==> config.mk <==
export PLATFORM = sky130hd
export DESIGN_NAME = mc_control_32_flat
export DESIGN_NICKNAME = d
export VERILOG_FILES = /design/src/rtl/mc_control_32_if.sv /design/src/rtl/mc_control_32.sv /design/src/flat_wrapper.sv
export SDC_FILE = /design/constraint.sdc
export NUM_CORES = 1
export LEC_CHECK = 0
export BUFFER_PORTS_ARGS = -buffer_cell sky130_fd_sc_hd__buf_4
export CAP_MARGIN = 30
export CELL_PAD_IN_SITES_DETAIL_PLACEMENT = 0
export CELL_PAD_IN_SITES_GLOBAL_PLACEMENT = 2
export CORE_MARGIN = 8
export CORE_UTILIZATION = 22
export DETAILED_ROUTE_END_ITERATION = 16
export PLACE_DENSITY_LB_ADDON = 0.12
export SYNTH_ARGS = -nofsm -noshare
export SYNTH_HDL_FRONTEND = slang
export SYNTH_SLANG_ARGS = --single-unit
==> constraint.sdc <==
create_clock -name clk -period 2.8 [get_ports clk]
set_input_delay 0.42 -clock clk [delete_from_list [all_inputs] [get_ports clk]]
set_output_delay 0.42 -clock clk [all_outputs]
set_load 0.02 [all_outputs]
==> src/rtl/mc_control_32_if.sv <==
// Control bundle between the multicycle MIPS controller and its datapath.
// The controller sits on the slave modport; the datapath or bench drives the master side.
interface mc_control_32_if;
   logic [5:0] instruction_special;
   logic       mem_ready;
   logic [1:0] ALUOp;
   logic       ALUSrcA;
   logic [1:0] ALUSrcB;
   logic       IorD;
   logic       MemRead;
   logic       MemWrite;
   logic       IRWrite;
   logic       RegDst;
   logic       MemtoReg;
   logic       RegWrite;
   logic [1:0] PCSrc;
   logic       PCWrite;
   logic       Branch;
   logic       illegal_op;
   logic [3:0] state;

   modport master (
      output instruction_special, mem_ready,
      input  ALUOp, ALUSrcA, ALUSrcB, IorD, MemRead, MemWrite, IRWrite, RegDst,
             MemtoReg, RegWrite, PCSrc, PCWrite, Branch, illegal_op, state
   );

   modport slave (
      input  instruction_special, mem_ready,
      output ALUOp, ALUSrcA, ALUSrcB, IorD, MemRead, MemWrite, IRWrite, RegDst,
             MemtoReg, RegWrite, PCSrc, PCWrite, Branch, illegal_op, state
   );
endinterface

==> src/rtl/mc_control_32.sv <==
// Multicycle MIPS main controller: Moore FSM sequencing fetch/decode/execute/mem/writeback.
// Define MC_CONTROL_ADDI_EN to add the addi path (ADDIEX/ADDIWB); otherwise addi is illegal.
module mc_control_32 (
   input logic          clk,
   input logic          rst,
   mc_control_32_if.slave bus
);

   typedef enum logic [3:0] {
      StFetch  = 4'd0,
      StDecode = 4'd1,
      StMemAdr = 4'd2,
      StMemRd  = 4'd3,
      StMemWb  = 4'd4,
      StMemWr  = 4'd5,
      StExec   = 4'd6,
      StAluWb  = 4'd7,
      StBeq    = 4'd8,
      StAddiEx = 4'd9,
      StAddiWb = 4'd10,
      StJump   = 4'd11
   } state_t;

   localparam logic [5:0] OpRtype = 6'b000000;
   localparam logic [5:0] OpLw    = 6'b100011;
   localparam logic [5:0] OpSw    = 6'b101011;
   localparam logic [5:0] OpBeq   = 6'b000100;
   localparam logic [5:0] OpJ     = 6'b000010;
   localparam logic [5:0] OpAddi  = 6'b001000;

   state_t state_q;
   logic   op_legal;

   always_comb begin
      unique case (bus.instruction_special)
         OpRtype, OpLw, OpSw, OpBeq, OpJ: op_legal = 1'b1;
`ifdef MC_CONTROL_ADDI_EN
         OpAddi:                          op_legal = 1'b1;
`endif
         default:                         op_legal = 1'b0;
      endcase
   end

   always_ff @(posedge clk or posedge rst) begin
      if (rst) begin
         state_q <= StFetch;
      end else begin
         case (state_q)
            StFetch:  if (bus.mem_ready) state_q <= StDecode;
            StDecode: begin
               case (bus.instruction_special)
                  OpLw, OpSw: state_q <= StMemAdr;
                  OpRtype:    state_q <= StExec;
                  OpBeq:      state_q <= StBeq;
                  OpJ:        state_q <= StJump;
`ifdef MC_CONTROL_ADDI_EN
                  OpAddi:     state_q <= StAddiEx;
`endif
                  default:    state_q <= StFetch;
               endcase
            end
            StMemAdr: state_q <= (bus.instruction_special == OpSw) ? StMemWr : StMemRd;
            StMemRd:  if (bus.mem_ready) state_q <= StMemWb;
            StMemWr:  if (bus.mem_ready) state_q <= StFetch;
            StExec:   state_q <= StAluWb;
`ifdef MC_CONTROL_ADDI_EN
            StAddiEx: state_q <= StAddiWb;
`endif
            // Writeback, branch, jump and unused encodings all return to fetch.
            default:  state_q <= StFetch;
         endcase
      end
   end

   logic [1:0] alu_op, alu_src_b, pc_src;
   logic       alu_src_a, iord, mem_read, mem_write, ir_write, reg_dst, memto_reg;
   logic       reg_write, pc_write, branch, illegal;

   always_comb begin
      alu_op    = 2'b00;
      alu_src_a = 1'b0;
      alu_src_b = 2'b00;
      iord      = 1'b0;
      mem_read  = 1'b0;
      mem_write = 1'b0;
      ir_write  = 1'b0;
      reg_dst   = 1'b0;
      memto_reg = 1'b0;
      reg_write = 1'b0;
      pc_src    = 2'b00;
      pc_write  = 1'b0;
      branch    = 1'b0;
      illegal   = 1'b0;
      case (state_q)
         StFetch: begin
            mem_read  = 1'b1;
            alu_src_b = 2'b01;
            ir_write  = bus.mem_ready;
            pc_write  = bus.mem_ready;
         end
         StDecode: begin
            alu_src_b = 2'b11;
            illegal   = ~op_legal;
         end
         StMemAdr: begin
            alu_src_a = 1'b1;
            alu_src_b = 2'b10;
         end
         StMemRd: begin
            mem_read = 1'b1;
            iord     = 1'b1;
         end
         StMemWb: begin
            reg_write = 1'b1;
            memto_reg = 1'b1;
         end
         StMemWr: begin
            mem_write = 1'b1;
            iord      = 1'b1;
         end
         StExec: begin
            alu_src_a = 1'b1;
            alu_op    = 2'b10;
         end
         StAluWb: begin
            reg_write = 1'b1;
            reg_dst   = 1'b1;
         end
         StBeq: begin
            alu_src_a = 1'b1;
            alu_op    = 2'b01;
            pc_src    = 2'b01;
            branch    = 1'b1;
         end
`ifdef MC_CONTROL_ADDI_EN
         StAddiEx: begin
            alu_src_a = 1'b1;
            alu_src_b = 2'b10;
         end
         StAddiWb: reg_write = 1'b1;
`endif
         StJump: begin
            pc_src   = 2'b10;
            pc_write = 1'b1;
         end
         default: ;
      endcase
   end

   // Strobes are squashed while rst is high so no partial write escapes an abandoned instruction.
   assign bus.ALUOp      = alu_op;
   assign bus.ALUSrcA    = alu_src_a;
   assign bus.ALUSrcB    = alu_src_b;
   assign bus.IorD       = iord;
   assign bus.MemRead    = mem_read;
   assign bus.MemWrite   = mem_write & ~rst;
   assign bus.IRWrite    = ir_write & ~rst;
   assign bus.RegDst     = reg_dst;
   assign bus.MemtoReg   = memto_reg;
   assign bus.RegWrite   = reg_write & ~rst;
   assign bus.PCSrc      = pc_src;
   assign bus.PCWrite    = pc_write & ~rst;
   assign bus.Branch     = branch & ~rst;
   assign bus.illegal_op = illegal & ~rst;
   assign bus.state      = state_q;

endmodule
==> src/flat_wrapper.sv <==
// flat-port wrapper written by rule: the top's interface ports become plain ports
module mc_control_32_flat 
  (clk, rst, bus_instruction_special, bus_mem_ready, bus_ALUOp, bus_ALUSrcA, bus_ALUSrcB, bus_IorD, bus_MemRead, bus_MemWrite, bus_IRWrite, bus_RegDst, bus_MemtoReg, bus_RegWrite, bus_PCSrc, bus_PCWrite, bus_Branch, bus_illegal_op, bus_state);
  mc_control_32_if bus_i ();
  input logic clk;
  input logic rst;
  input wire logic [$bits(bus_i.instruction_special)-1:0] bus_instruction_special;
  input wire logic [$bits(bus_i.mem_ready)-1:0] bus_mem_ready;
  output wire logic [$bits(bus_i.ALUOp)-1:0] bus_ALUOp;
  output wire logic [$bits(bus_i.ALUSrcA)-1:0] bus_ALUSrcA;
  output wire logic [$bits(bus_i.ALUSrcB)-1:0] bus_ALUSrcB;
  output wire logic [$bits(bus_i.IorD)-1:0] bus_IorD;
  output wire logic [$bits(bus_i.MemRead)-1:0] bus_MemRead;
  output wire logic [$bits(bus_i.MemWrite)-1:0] bus_MemWrite;
  output wire logic [$bits(bus_i.IRWrite)-1:0] bus_IRWrite;
  output wire logic [$bits(bus_i.RegDst)-1:0] bus_RegDst;
  output wire logic [$bits(bus_i.MemtoReg)-1:0] bus_MemtoReg;
  output wire logic [$bits(bus_i.RegWrite)-1:0] bus_RegWrite;
  output wire logic [$bits(bus_i.PCSrc)-1:0] bus_PCSrc;
  output wire logic [$bits(bus_i.PCWrite)-1:0] bus_PCWrite;
  output wire logic [$bits(bus_i.Branch)-1:0] bus_Branch;
  output wire logic [$bits(bus_i.illegal_op)-1:0] bus_illegal_op;
  output wire logic [$bits(bus_i.state)-1:0] bus_state;
  assign bus_i.instruction_special = bus_instruction_special;
  assign bus_i.mem_ready = bus_mem_ready;
  assign bus_ALUOp = bus_i.ALUOp;
  assign bus_ALUSrcA = bus_i.ALUSrcA;
  assign bus_ALUSrcB = bus_i.ALUSrcB;
  assign bus_IorD = bus_i.IorD;
  assign bus_MemRead = bus_i.MemRead;
  assign bus_MemWrite = bus_i.MemWrite;
  assign bus_IRWrite = bus_i.IRWrite;
  assign bus_RegDst = bus_i.RegDst;
  assign bus_MemtoReg = bus_i.MemtoReg;
  assign bus_RegWrite = bus_i.RegWrite;
  assign bus_PCSrc = bus_i.PCSrc;
  assign bus_PCWrite = bus_i.PCWrite;
  assign bus_Branch = bus_i.Branch;
  assign bus_illegal_op = bus_i.illegal_op;
  assign bus_state = bus_i.state;
  mc_control_32 u_core (.clk(clk), .rst(rst), .bus(bus_i));
endmodule
==> results of run 1 <==
synth_stat cells (all sizes together):
cell / number / area [µm²]
or3: 1 / 6.260
nor3b: 1 / 7.510
and4: 1 / 8.760
and4b: 1 / 10.01
inv: 2 / 7.510
xnor2: 2 / 17.52
a21o: 1 / 7.510
o21a: 2 / 15.01
a21oi: 3 / 15.01
a211oi: 2 / 15.01
a2111oi: 1 / 8.760
o21ai: 1 / 5.000
or4: 1 / 7.510
clkbuf: 1 / 3.750
nand2b: 2 / 12.51
buf: 4 / 22.52
and2: 1 / 6.260
xor2: 1 / 8.760
nand4: 1 / 6.260
or3b: 2 / 17.52
dfrtp: 4 / 100.1
nand3: 2 / 15.01
nor2b: 2 / 12.51
nand4b: 1 / 8.760
nand2: 2 / 7.510
a31oi: 1 / 6.260
nor4b: 1 / 8.760
nor4: 2 / 27.53
o22ai: 1 / 6.260
nor3: 8 / 51.30
nor2: 7 / 26.28
o31a: 1 / 8.760
cell families (layout without fill, tap and decap cells):
group / count (synthesis) / count (layout) / synth area share
flip-flops: 4 / 4 / 0.2051
XOR/XNOR: 3 / 3 / 0.05386
AND/OR/NAND/NOR: 36 / 36 / 0.4924
AO/OA/AOI/OAI: 13 / 13 / 0.1795
buffers and inverters: 7 / 34 / 0.06923
where the power goes:
group          switching [W]  total [W]  internal, W
Combinational       0.000153   0.000273     0.000120
Sequential         0.0000468   0.000115    0.0000681
Clock              0.0000247  0.0000727    0.0000480
Total               0.000225   0.000461     0.000236
final cells by class:
cell class / count / area share
clock buffer: 3 / 0.03056
inverter: 2 / 0.01019
multi-input combinational: 52 / 0.4805
sequential: 4 / 0.1358
tap: 28 / 0.04754
timing repair buffer: 29 / 0.2954
per-layer routing:
layer	track usage	up-vias
met1	0.1068	258
met2	0.1357	22
met4	0.03419	0
met3	0.02650	2
li1	-	294
met5	0	-
how the worst max path moves through the flow:
stage	from	to	slack, ns	cells after the start
4_1_cts	u_core.bus.state[3]	bus_illegal_op	0.58	4
6_report	u_core.bus.state[1]	bus_illegal_op	0.61	4
2_1_floorplan	u_core.bus.state[3]	bus_illegal_op	0.33	3
5_1_grt	u_core.bus.state[3]	bus_illegal_op	0.39	4
3_3_place_gp	u_core.bus.state[1]	bus_illegal_op	0.88	4
3_5_place_dp	u_core.bus.state[3]	bus_illegal_op	0.86	4
through the flow:
| step | total power (W) | worst slack [ns] | utilization |
|---|---|---|---|
| 2_1_floorplan | 0.0002740 | 0.3261 | - |
| 3_3_place_gp | 0.0003981 | 0.8772 | 0.3326 |
| 3_5_place_dp | 0.0003941 | 0.8571 | 0.3326 |
| 4_1_cts | 0.0004717 | 0.5750 | 0.3430 |
| 5_1_grt | 0.0005033 | 0.3869 | 0.3430 |
| 6_report | 0.0004610 | 0.6107 | 0.3430 |
worst register-to-register path: cells and delay by family, from the launching register on:
kind,cells,cell delay [ns]
and+or+nand+nor,4,0.99
DFF,1,0.55
==> impl_metrics.env, run 1 <==
export IMPL_critical_path_required_ns=2.38
export IMPL_io_buffers=29
export IMPL_grt_overflow_total=0
export IMPL_drt_wirelength_per_cell_um=13.98
export IMPL_post_cts_buffers=0
export IMPL_drv_cap=0
export IMPL_period_share=0.7819
export IMPL_slowest_stage="dfrtp_1"
export IMPL_largest_reg_flops=4
export IMPL_tightest_slew_ns=0.5264
export IMPL_cts_num_sinks=4
export IMPL_worst_skew_pair_late_latency_ns=0.24
export IMPL_hold_buffers=0
export IMPL_syn_to_final_growth_pct=51.03
export IMPL_p_leak_nw=0.3297
export IMPL_postSynthCellCount=63
export IMPL_fillers=248
export IMPL_dr_first_iter_drc_count=18
export IMPL_wl_met1_um=777
export IMPL_wl_met2_um=753
export IMPL_yosysSeqAreaShare=0.2051
export IMPL_cts_root_buf="clkbuf_4"
export IMPL_worstReg2RegEnd="u_core.bus.state[1]"
export IMPL_final_common_cell="buf_4"
export IMPL_reg2regPathDepth=4
export IMPL_via_count=576
export IMPL_dr_max_layer_used="met4"
export IMPL_cts_made_buffers=3
export IMPL_die_y_um=63.10
export IMPL_yosys_warnings=0
export IMPL_fin_nets=101
export IMPL_core_area_um2=2148
export IMPL_timing_fmax_ghz=0.4568
export IMPL_critPathArrivalTime_ns=1.77
export IMPL_final_cells=118
export IMPL_mostFrequentLayoutCells="buf_4 (29), nor2_1 (7), nor3_1 (7), dfrtp_1 (4)"
export IMPL_synth_cell_type_count=36
export IMPL_maxSlewHeadroom=0.6491
export IMPL_critPathKind="reg2out"
export IMPL_finalWirelength_um=1650
export IMPL_vias_per_cell=4.881
export IMPL_grt_util_all_layers=0.08645
export IMPL_drv_slew=0
export IMPL_tns_ns=0
export IMPL_critPathBufInv=1
export IMPL_clock_path_buffers=2
export IMPL_gp_congestion=0.7119
export IMPL_rsz0062_at_grt="no"
export IMPL_syn_area_um2=488.0
export IMPL_crit_path_end_kind="output pin"
export IMPL_antenna_found_initial=0
export IMPL_die_w_um=63.10
export IMPL_route_detailed_drc=0
export IMPL_rows=17
export IMPL_grt_max_degree=17
export IMPL_synth_seq_cells=4
export IMPL_final_area_um2=737.0
export IMPL_hold_viol=0
export IMPL_path_cells="nor3_4 > nand2_1 > a2111oi_0 > buf_4"
export IMPL_peakVddDrop_mv=0.2610
export IMPL_max_stage_delay_ns=0.55
export IMPL_rrSetupSlack_ns=1.19
export IMPL_place_area_um2=714.4
export IMPL_start_kind="register"
export IMPL_syn_nets=72
export IMPL_tritoncts="done"
export IMPL_design_portCount=30
export IMPL_insertedDiodeCount=0
export IMPL_start_util=0.2271
export IMPL_dp_cells=115
export IMPL_multi_input_area_um2=354.1
export IMPL_hpwl_um=1280
export IMPL_grt_pass1_vias=593
export IMPL_finClkSkew_ns=0.0001815
export IMPL_cts_max_level=1
export IMPL_hold_class="in2async"
export IMPL_powerDensity_nw_per_um2=625.6
export IMPL_status="complete, no violations"
export IMPL_first_pass_iters=4
export IMPL_postRouteAntennaNets=0
export IMPL_holdWs_ns=0.1309
export IMPL_cts_resized=0
export IMPL_setup_viol=0
export IMPL_clk_pin_slew_ns=0.04
export IMPL_dieArea_um2=3981
export IMPL_ff_latch_area_um2=100.1
export IMPL_final_min_clock_period_ns=2.189
export IMPL_regToRegStartpoint="u_core.bus.state[1]"
export IMPL_wl_met3_um=101
export IMPL_path_max_fanout=14
export IMPL_path_delay_family="flip-flops"
export IMPL_postSynthAreaPerCell_um2=7.746
export IMPL_drive_above_1_share=0.3889
export IMPL_grt_pass1_wl_um=2856
Power figures use the tool's default switching activity.
==> inputs of run 2 (changes only) <==
Settings changed: CORE_UTILIZATION 22 to 18.
Clock period 2.8 ns to 1.8 ns, I/O delays scaled along.
==> impl_metrics.env, run 2 (synthesized netlist as in run 1, its figures left out) <==
export IMPL_start_kind="register"
export IMPL_regToRegStartpoint="u_core.bus.state[3]"
export IMPL_die_y_um=68.07
export IMPL_vias_per_cell=4.722
export IMPL_grt_max_degree=10
export IMPL_tns_ns=0
export IMPL_rsz0062_at_grt="no"
export IMPL_clock_path_buffers=2
export IMPL_setup_viol=0
export IMPL_ff_latch_area_um2=103.9
export IMPL_grt_overflow_total=0
export IMPL_core_area_um2=2663
export IMPL_critPathArrivalTime_ns=1.46
export IMPL_reg2regPathDepth=5
export IMPL_worst_skew_pair_late_latency_ns=0.24
export IMPL_cts_root_buf="clkbuf_4"
export IMPL_maxSlewHeadroom=0.7777
export IMPL_grt_util_met1=0.09765
export IMPL_rows=19
export IMPL_hold_class="in2reg"
export IMPL_design_portCount=30
export IMPL_antenna_found_initial=0
export IMPL_multi_input_area_um2=389.1
export IMPL_top_usage_layer="met2"
export IMPL_final_common_cell="buf_4"
export IMPL_grt_pass1_vias=665
export IMPL_period_share=0.9625
export IMPL_die_w_um=68.07
export IMPL_dp_cells=125
export IMPL_holdCritStartpoint="bus_instruction_special[2]"
export IMPL_via_count=628
export IMPL_met2_usage=0.1383
export IMPL_fillers=302
export IMPL_max_stage_delay_ns=0.46
export IMPL_first_pass_iters=2
export IMPL_route_detailed_drc=0
export IMPL_mostFrequentLayoutCells="buf_4 (37), nor2_1 (6), nor3_1 (6)"
export IMPL_cts_num_sinks=4
export IMPL_p_leak_nw=0.3909
export IMPL_path_cells="buf_4 > xor2_1 > nor4b_2 > buf_4"
export IMPL_drt_wirelength_per_cell_um=14.22
export IMPL_dr_first_iter_drc_count=14
export IMPL_hpwl_um=1512
export IMPL_finalWirelength_um=1891
export IMPL_cts_max_level=1
export IMPL_final_min_clock_period_ns=1.732
export IMPL_rrSetupSlack_ns=0.31
export IMPL_io_buffers=29
export IMPL_cts_made_buffers=3
export IMPL_drv_slew=0
export IMPL_critical_path_required_ns=1.53
export IMPL_grt_pass1_wl_um=3056
export IMPL_powerDensity_nw_per_um2=942.4
export IMPL_dieArea_um2=4633
export IMPL_status="complete, no violations"
export IMPL_min_path_cells=3
export IMPL_drv_cap=0
export IMPL_clk_pin_slew_ns=0.04
export IMPL_holdWs_ns=0.3270
export IMPL_final_cells=133
export IMPL_drive_above_1_share=0.5098
export IMPL_insertedDiodeCount=0
export IMPL_use_met3=0.02455
export IMPL_postRouteAntennaNets=0
export IMPL_worst_path_most_repeated_cell="buf_4"
export IMPL_tritoncts="done"
export IMPL_gp_congestion=0.6682
export IMPL_worstReg2RegEnd="u_core.bus.state[0]"
export IMPL_timing_fmax_ghz=0.5772
export IMPL_critPathKind="reg2out"
export IMPL_slowest_stage="dfrtp_2"
export IMPL_crit_path_end_kind="output pin"
export IMPL_fin_util=0.3285
export IMPL_fin_nets=112
export IMPL_peakVddDrop_mv=0.3423
export IMPL_finClkSkew_ns=0.007771
export IMPL_hold_viol=0
export IMPL_syn_to_final_growth_pct=79.23
export IMPL_grt_util_all_layers=0.08378
export IMPL_min_to="u_core.bus.state[3]"
export IMPL_start_util=0.1833
export IMPL_tightest_slew_ns=0.3309
export IMPL_largest_reg_flops=4
export IMPL_path_max_fanout=7
run 2: cell count changes in the layout (fill, tap and decap cells not counted), sizes merged:
cell	previous run	this run
buf	29	38
dlygate4sd3	0	2
clkbuf	3	4
run 2: worst max-delay path, delay by kind of cell, from the launching register on:
family / cells / cell delay [ns]
flops: 1 / 0.46
simple gates: 1 / 0.24
xor+xnor: 1 / 0.18
buf+inv: 2 / 0.35
run 2: metrics by stage:
stage | total power [W] | instance area, µm² | setup WS (ns)
2_1_floorplan | 0.0004381 | 509.2 | -0.05560
3_3_place_gp | 0.0006924 | 792.0 | 0.2549
3_5_place_dp | 0.0006851 | 792.0 | 0.2386
4_1_cts | 0.0008213 | 854.6 | 0.02272
5_1_grt | 0.0008892 | 874.6 | 0.005783
6_report | 0.0008242 | 874.6 | 0.06755
run 2: worst max-delay path by stage:
| stage | startpoint | cells after the start | end |
|---|---|---|---|
| after floorplan | u_core.bus.state[2] | 3 | bus_MemWrite |
| after global placement | u_core.bus.state[1] | 5 | u_core.bus.state[2] |
| after detailed placement | u_core.bus.state[3] | 4 | bus_illegal_op |
| after CTS | u_core.bus.state[3] | 4 | bus_illegal_op |
| after global routing | u_core.bus.state[3] | 4 | bus_MemWrite |
| final | u_core.bus.state[1] | 4 | bus_RegWrite |
run 2: what timing repair did:
action                                  CTS  global route
endpoints found under the setup margin    1             4
setup buffers                             2             0
hold endpoints to repair                  2             0
hold buffers                              2             0
pin swaps                                 0             1
gates resized for setup                   1             4
run 2: layout make-up:
| class | count | area share |
|---|---|---|
| Timing Repair Buffer | 40 | 0.3534 |
| Inverter | 2 | 0.008584 |
| Tap cell | 31 | 0.04435 |
| Clock buffer | 4 | 0.03004 |
| Multi-Input combinational cell | 52 | 0.4449 |
| Sequential cell | 4 | 0.1187 |
run 2: where the power goes:
part           leakage [nW]  switching (W)  internal, W
clock                0.0150      0.0000398    0.0000834
sequential           0.0491      0.0000446     0.000110
combinational         0.327       0.000301     0.000246
run 2: layer usage:
| metal | share of wire | up-vias |
|---|---|---|
| li1 | - | 315 |
| met1 | 0.44 | 291 |
| met2 | 0.47 | 20 |
| met3 | 0.087 | 2 |
| met4 | 0.0074 | 0 |
| met5 | 0 | - |
==> inputs of run 3 (changes only) <==
Settings changed: REMOVE_ABC_BUFFERS set to 1, SLEW_MARGIN set to 40.
==> impl_metrics.env, run 3 (synthesized netlist as in run 1, its figures left out) <==
export IMPL_status="complete, no violations"
export IMPL_p_comb_frac=0.687
export IMPL_cts_max_level=1
export IMPL_timing_fmax_ghz=0.5645
export IMPL_grt_max_degree=14
export IMPL_final_common_cell="buf_4"
export IMPL_drv_slew=0
export IMPL_final_min_clock_period_ns=1.772
export IMPL_vias_per_cell=4.608
export IMPL_fin_nets=110
export IMPL_max_stage_delay_ns=0.42
export IMPL_p_leak_nw=0.3826
export IMPL_hold_viol=0
export IMPL_clock_path_buffers=2
export IMPL_fillers=312
export IMPL_path_delay_family="simple AND/OR/NAND/NOR gates"
export IMPL_start_kind="register"
export IMPL_insertedDiodeCount=0
export IMPL_tns_ns=0
export IMPL_critical_path_required_ns=1.53
export IMPL_seqPwrFrac=0.173
export IMPL_path_max_fanout=9
export IMPL_gp_congestion=0.6674
export IMPL_switching_share=0.4665
export IMPL_first_pass_iters=3
export IMPL_critPathArrivalTime_ns=1.50
export IMPL_power_internal_w=0.0004322
export IMPL_path_depth=4
export IMPL_cts_num_sinks=4
export IMPL_drt_wirelength_per_cell_um=13.82
export IMPL_grt_overflow_total=0
export IMPL_route_detailed_drc=0
export IMPL_period_share=0.9842
export IMPL_start_util=0.1833
export IMPL_rrSetupSlack_ns=0.37
export IMPL_cts_made_buffers=3
export IMPL_die_y_um=68.07
export IMPL_rows=19
export IMPL_die_w_um=68.07
export IMPL_powerDensity_nw_per_um2=948.0
export IMPL_core_area_um2=2663
export IMPL_reg2regPathDepth=5
export IMPL_worst_skew_pair_late_latency_ns=0.24
export IMPL_place_area_um2=770.7
export IMPL_largest_reg_flops=4
export IMPL_min_path_cells=3
export IMPL_drv_cap=0
export IMPL_dr_first_iter_drc_count=10
export IMPL_dieArea_um2=4633
export IMPL_cts_root_buf="clkbuf_4"
export IMPL_switching_power_w=0.0003779
export IMPL_grt_util_all_layers=0.08089
export IMPL_path_cells="buf_6 > or3b_4 > a21oi_2 > buf_4"
export IMPL_postRouteAntennaNets=0
export IMPL_holdWs_ns=0.3516
export IMPL_syn_to_final_growth_pct=75.13
export IMPL_via_count=599
export IMPL_finalWirelength_um=1796
export IMPL_peakVddDrop_mv=0.3535
export IMPL_design_portCount=30
export IMPL_final_area_um2=854.6
export IMPL_critPathBufInv=2
export IMPL_multi_input_area_um2=385.4
export IMPL_grt_pass1_wl_um=2904
export IMPL_maxSlewHeadroom=0.8051
export IMPL_crit_path_end_kind="output pin"
export IMPL_hold_class="in2reg"
export IMPL_tritoncts="done"
export IMPL_pwr_share_clk=0.139
export IMPL_hpwl_um=1461
export IMPL_ff_latch_area_um2=101.3
export IMPL_setup_viol=0
export IMPL_slowest_stage="or3b_4"
export IMPL_critPathKind="reg2out"
export IMPL_drive_above_1_share=0.5051
export IMPL_finalPower_w=0.0008101
export IMPL_finClkSkew_ns=0.008954
export IMPL_tightest_slew_ns=0.2902
export IMPL_antenna_found_initial=0
export IMPL_fin_util=0.3210
export IMPL_clk_pin_slew_ns=0.03
export IMPL_grt_pass1_vias=633
export IMPL_rsz0062_at_grt="yes"
export IMPL_mostFrequentLayoutCells="buf_4 (34), nor2_1 (6), nor3_1 (6)"
export IMPL_io_buffers=29
-- run 3: what timing repair did --
action / CTS / global route
buffers inserted: 0 / 1
hold buffers: 1 / 0
pin swaps: 0 / 2
resized for setup: 3 / 9
endpoints found under the setup margin: 5 / 7
hold endpoints to repair: 4 / 0
-- run 3: tightest hold or removal path: stages --
cell,delay [ns]
buf_4,0.12
xnor2_1,0.11
nor2_1,0.04
-- run 3: metrics by stage --
stage / setup slack [ns] / instances
after detailed placement: 0.2277 / 125
after CTS: 0.0008048 / 129
after global routing: -0.02675 / 130
after global placement: 0.2301 / 125
final: 0.02837 / 130
after floorplan: -0.6515 / 58
-- run 3: final cells by class --
cell class	count	area share
multi-input cells	52	0.4510
flip-flops and latches	4	0.1186
well taps	31	0.04539
inverters	2	0.008785
clock buffers	3	0.02635
repair buffers	38	0.3499
-- run 3: layer usage --
metal	track usage	up-vias	wire length, µm
li1	-	308	-
met1	0.08671	267	740
met2	0.1395	20	875
met3	0.01800	4	137
met4	0.05371	0	42
met5	0	-	0
-- run 3: worst paths after layout --
kind                                            startpoint             endpoint
worst max-delay path                   u_core.bus.state[3]          bus_ALUSrcA
worst min-delay path            bus_instruction_special[1]  u_core.bus.state[3]
worst max register to register         u_core.bus.state[3]  u_core.bus.state[2]
worst min register to register         u_core.bus.state[3]  u_core.bus.state[0]
max in group asynchronous                              rst  u_core.bus.state[0]
min in group asynchronous                              rst  u_core.bus.state[1]
-- run 3: power by group through the flow --
stage / sequential (W) / clock [W] / combinational [W]
2_1_floorplan: 0.000183 / 0 / 0.000229
3_3_place_gp: 0.000140 / 0 / 0.000534
3_5_place_dp: 0.000138 / 0 / 0.000526
4_1_cts: 0.000137 / 0.000118 / 0.000532
5_1_grt: 0.000144 / 0.000122 / 0.000601
6_report: 0.000140 / 0.000113 / 0.000557
